`src/rtl/fop_sequencer.sv`:
```
// Run controller for the fop core: reset pulse, bounded or free-running enable window, done/abort report.
// Optional FOP_SEQ_STEP_EN adds single-step enable gating (step_mode/step ports).
module fop_sequencer #(
  parameter int CNT_W      = 16,
  parameter int RST_CYCLES = 1
) (
  input  logic             clk,
  input  logic             reset,
  input  logic             start,
  input  logic [CNT_W-1:0] run_cycles,
  input  logic             abort,
`ifdef FOP_SEQ_STEP_EN
  input  logic             step_mode,
  input  logic             step,
`endif
  output logic             fop_reset,
  output logic             fop_enable,
  output logic             busy,
  output logic             done,
  output logic             aborted,
  output logic [CNT_W-1:0] cycle_count
);

  typedef enum logic [1:0] {IDLE, RST, RUN, DONE} state_t;

  state_t           state, state_d;
  logic [CNT_W-1:0] run_len, run_len_d, cycle_count_d, issued;
  logic [7:0]       rst_cnt, rst_cnt_d;
  logic             fop_reset_d, fop_enable_d, busy_d, done_d, aborted_d;
  logic             reached, go;

`ifdef FOP_SEQ_STEP_EN
  logic step_mode_q, step_mode_d;
  // Enable for the next RUN cycle follows the registered step request.
  assign go = step_mode_q ? step : 1'b1;
`else
  assign go = 1'b1;
`endif

  always_comb begin
    issued        = (fop_enable && cycle_count != '1) ? cycle_count + CNT_W'(1) : cycle_count;
    reached       = (run_len != '0) && (issued == run_len);
    state_d       = state;
    run_len_d     = run_len;
    rst_cnt_d     = rst_cnt;
    cycle_count_d = cycle_count;
    aborted_d     = aborted;
    busy_d        = busy;
    fop_reset_d   = 1'b0;
    fop_enable_d  = 1'b0;
    done_d        = 1'b0;
`ifdef FOP_SEQ_STEP_EN
    step_mode_d   = step_mode_q;
`endif
    case (state)
      IDLE: begin
        busy_d = 1'b0;
        if (start && !abort) begin
          state_d       = RST;
          run_len_d     = run_cycles;
          cycle_count_d = '0;
          aborted_d     = 1'b0;
          rst_cnt_d     = '0;
          fop_reset_d   = 1'b1;
          busy_d        = 1'b1;
`ifdef FOP_SEQ_STEP_EN
          step_mode_d   = step_mode;
`endif
        end
      end
      RST: begin
        if (abort) begin
          state_d   = DONE;
          done_d    = 1'b1;
          aborted_d = 1'b1;
          busy_d    = 1'b0;
        end else if (rst_cnt == 8'(RST_CYCLES - 1)) begin
          state_d      = RUN;
          fop_enable_d = go;
        end else begin
          rst_cnt_d   = rst_cnt + 8'd1;
          fop_reset_d = 1'b1;
        end
      end
      RUN: begin
        // The cycle just finished counts even when it is the last one.
        cycle_count_d = issued;
        if (abort) begin
          state_d   = DONE;
          done_d    = 1'b1;
          aborted_d = 1'b1;
          busy_d    = 1'b0;
        end else if (reached) begin
          state_d = DONE;
          done_d  = 1'b1;
          busy_d  = 1'b0;
        end else begin
          fop_enable_d = go;
        end
      end
      DONE: begin
        busy_d  = 1'b0;
        state_d = IDLE;
      end
      default: state_d = IDLE;
    endcase
  end

  always_ff @(posedge clk) begin
    if (reset) begin
      state       <= IDLE;
      run_len     <= '0;
      rst_cnt     <= '0;
      cycle_count <= '0;
      aborted     <= 1'b0;
      busy        <= 1'b0;
      fop_reset   <= 1'b0;
      fop_enable  <= 1'b0;
      done        <= 1'b0;
`ifdef FOP_SEQ_STEP_EN
      step_mode_q <= 1'b0;
`endif
    end else begin
      state       <= state_d;
      run_len     <= run_len_d;
      rst_cnt     <= rst_cnt_d;
      cycle_count <= cycle_count_d;
      aborted     <= aborted_d;
      busy        <= busy_d;
      fop_reset   <= fop_reset_d;
      fop_enable  <= fop_enable_d;
      done        <= done_d;
`ifdef FOP_SEQ_STEP_EN
      step_mode_q <= step_mode_d;
`endif
    end
  end

endmodule

```
`config.mk`:
```
export PLATFORM = sky130hd
export DESIGN_NAME = fop_sequencer
export DESIGN_NICKNAME = d
export VERILOG_FILES = /design/src/rtl/fop_sequencer.sv
export SDC_FILE = /design/constraint.sdc
export NUM_CORES = 1
export LEC_CHECK = 0
export CAP_MARGIN = 10
export CORE_MARGIN = 5
export CORE_UTILIZATION = 50
export CTS_BUF_LIST = sky130_fd_sc_hd__clkbuf_16
export DETAILED_ROUTE_END_ITERATION = 10
export PLACE_DENSITY = 0.73
export REMOVE_ABC_BUFFERS = 1
export SYNTH_ARGS = -nofsm -noshare
export SYNTH_HDL_FRONTEND = slang
export SYNTH_SLANG_ARGS = --single-unit
```
`constraint.sdc`:
```
create_clock -name clk -period 8.3 [get_ports clk]
set_input_delay 1.245 -clock clk [delete_from_list [all_inputs] [get_ports clk]]
set_output_delay 1.245 -clock clk [all_outputs]
set_load 0.03 [all_outputs]
```
==> out/metrics.yaml <==
ys_async_sr_fraction_pct: 0
crit_path_kind: "register to register"
grt_max_degree: 43
gp_congestion: 0.9326
first_pass_grt_wire_length_mm: 13.81
dr.pass1.iters: 7
core-area_um2: 6241
synth_top_area_share_pct: 29.82
mostFrequentLayoutCells: "61 x sky130_fd_sc_hd__nand2_1, 47 x sky130_fd_sc_hd__dfxtp_1, 46 x sky130_fd_sc_hd__a21oi_1, 40 x sky130_fd_sc_hd__nor2_1, 40 x sky130_fd_sc_hd__clkdlybuf4s50_1"
cts.path.max_buffers: 2
cts_num_sinks: 47
tritoncts_clock_tree: "yes"
mappedNetlistArea_um2: 3156
finish.utilization_pct: 58.60
postRouteAntennaNets: 0
syn_warnings: 0
layout_commonest_cell: "sky130_fd_sc_hd__nand2_1"
endpoint_kind: "register"
post_synth_main_area_contributors: "sky130_fd_sc_hd__dfxtp_1 30%, sky130_fd_sc_hd__a21oi_1 7.3%, sky130_fd_sc_hd__nand2_1 7.3%"
numCtsBuffers: 5
worstPathArrival_ns: 3.55
row_count: 29
leakage_power_nw: 1.205
clk_pin_slew_worst_paths_ns: 0.06
critical_path.cell_chain: "ha_1 -> nand4_1 -> a2111oi_4 -> o221ai_1 -> a211oi_1 -> nand4_1 -> nor4_1 -> o22ai_1 -> a221oi_2"
timing.final.crit_period_ns: 3.347
crit_path_start_kind: "register"
die_h_um: 89.44
grt_remaining_overflow: 0
synth_seq_area_share_pct: 29.82
grt_antenna_before_repair: 0
drt_wl_total_mm: 8.367
dieArea_um2: 8000
worstPathRequired_ns: 8.50
synth_edf_count: 0
crit_path_max_fanout: 9
via_count: 3185
clock_skew_ns: 0.003413
detailedPlacementHpwl_mm: 6.053
detail_route.vias_per_cell: 6.172
critical_path.max_stage_delay_ns: 0.53
effective_utilization_at_floorplan_pct: 50.56
number_of_global_route_vias_before_repair: 2814
insertedDiodeCount: 0
rsz_0062_raised_after_global_routing: "false"
holdBufCountCts: 0
dpl-instance-area_um2: 3498
cp_top_family: "compound AO/OA/AOI/OAI gates"
netlist_cell_types: 60
drt_drc_violations_left: 0
fill_cells: 598
path_common_cell: "sky130_fd_sc_hd__nand4_1"
synth.largest_area_cell: "sky130_fd_sc_hd__dfxtp_1"
h_tree_levels: 2
timing.max_slew.rel_slack_pct: 34.33
synth_top_flop_cell: "sky130_fd_sc_hd__dfxtp_1"
grtUsageTotal_pct: 22.04
dr.first_iter.drc_count: 412
postcts_resize_cnt: 0
areaGrowthSynthToFinish_pct: 15.90
post-cts-setup-buffer-count: 0
post-route-period-util_pct: 40.32
final_nets: 466
outcome: "finished clean"
postSynthCellCount: 415
drive_above_1_share_pct: 5.467
totalPowerFinal_mw: 0.7735
crit_buf_inv: 0
slew_viol_final: 0
report.final.hold_viol_count: 0
routed_wire_length_per_instance_um: 16.22
peak_supply_drop_mv: 0.1422
port_buffers: 40
postSynthAreaPerCell_um2: 7.604
hold_path_class: "register to register"
chipWidth_um: 89.44
clock-root-buffer: "sky130_fd_sc_hd__clkbuf_16"
synth-seq-cells: 47
maxCapViolations: 0
tns_ns: 0
ioPinCount: 41
transition_at_the_pin_with_the_smallest_max_transition_slack_ns: 0.9815
design_area_um2: 3657
slowest_stage: "sky130_fd_sc_hd__a2111oi_4"
power.density_nw_per_um2: 211.5
clkLatencyLatePin_ns: 0.28
setup_viol: 0
fmax_mhz: 298.8
per-stage QoR:
step	hold slack (ns)	instances	setup slack [ns]
after floorplan	0.4550	391	5.309
final	0.4862	516	4.953
after CTS	0.4886	516	4.978
after detailed placement	0.4800	509	4.779
after global routing	0.5104	516	4.722
after global placement	0.4745	509	4.832
tightest hold or removal path, stage by stage, from the launching register on:
cell and delay [ns]:
sky130_fd_sc_hd__dfxtp_1 0.33, sky130_fd_sc_hd__nand2_1 0.06, sky130_fd_sc_hd__a21oi_1 0.05
synthesized netlist by cell type, drive strengths merged, types with 6 or more instances:
library cell  count
nand2b           10
nand3            10
dfxtp            47
nor2             40
or3               6
o21ai            23
xnor2             9
nor3             14
and4              8
a21oi            46
inv              11
buf              15
ha                7
nand2            61
nor4             11
nand4            21
clkbuf            9
xor2              9
power breakdown:
group / internal, mW / switching [mW] / leakage, nW
Combinational: 0.106 / 0.183 / 0.744
Sequential: 0.243 / 0.0210 / 0.381
Clock: 0.139 / 0.0814 / 0.0811
layer usage:
layer  up-vias  track usage [%]  routed length (um)
met5         -                0                   0
met4         0            7.172                 179
met3        17            3.318                 665
met2       138            34.56                3742
met1      1460            30.96                3780
li1       1570                -                   -
sequential cells by signal, indices dropped and copies added, names as in the netlist:
name and count:
rst_cnt 8, run_len 16, fop_enable 1, busy 1, cycle_count 16, fop_reset 1
state 2, done 1, aborted 1
cell families (layout without fill, tap and decap cells):
logic type / count (synthesis) / in the layout / share of synthesized area [%]
xor+xnor: 18 / 18 / 4.996
compound gates: 106 / 106 / 22.21
buf+inv: 35 / 59 / 6.423
mux: 3 / 3 / 0.9913
simple gates: 199 / 199 / 32.79
fa+ha+maj: 7 / 7 / 2.775
flops: 47 / 47 / 29.82
layout make-up:
class | instances | area [um2] | area share (%)
Clock buffer | 5 | 125.1 | 3.421
Clock inverter | 2 | 33.78 | 0.9237
Tap cell | 77 | 96.34 | 2.634
Timing Repair Buffer | 41 | 407.9 | 11.15
Inverter | 11 | 41.29 | 1.129
Sequential cell | 47 | 940.9 | 25.73
Multi-Input combinational cell | 333 | 2012 | 55.01
path summary, 6_finish.rpt:
kind | from | end | slack [ns] | depth (start not counted)
min | run_len[2] | run_len[2] | 0.49 | 2
max reg2reg | cycle_count[0] | state[0] | 4.95 | 9
max | cycle_count[0] | state[0] | 4.95 | 9
min reg2reg | run_len[2] | run_len[2] | 0.49 | 2
No activity file was read; power rests on OpenSTA's default activity.
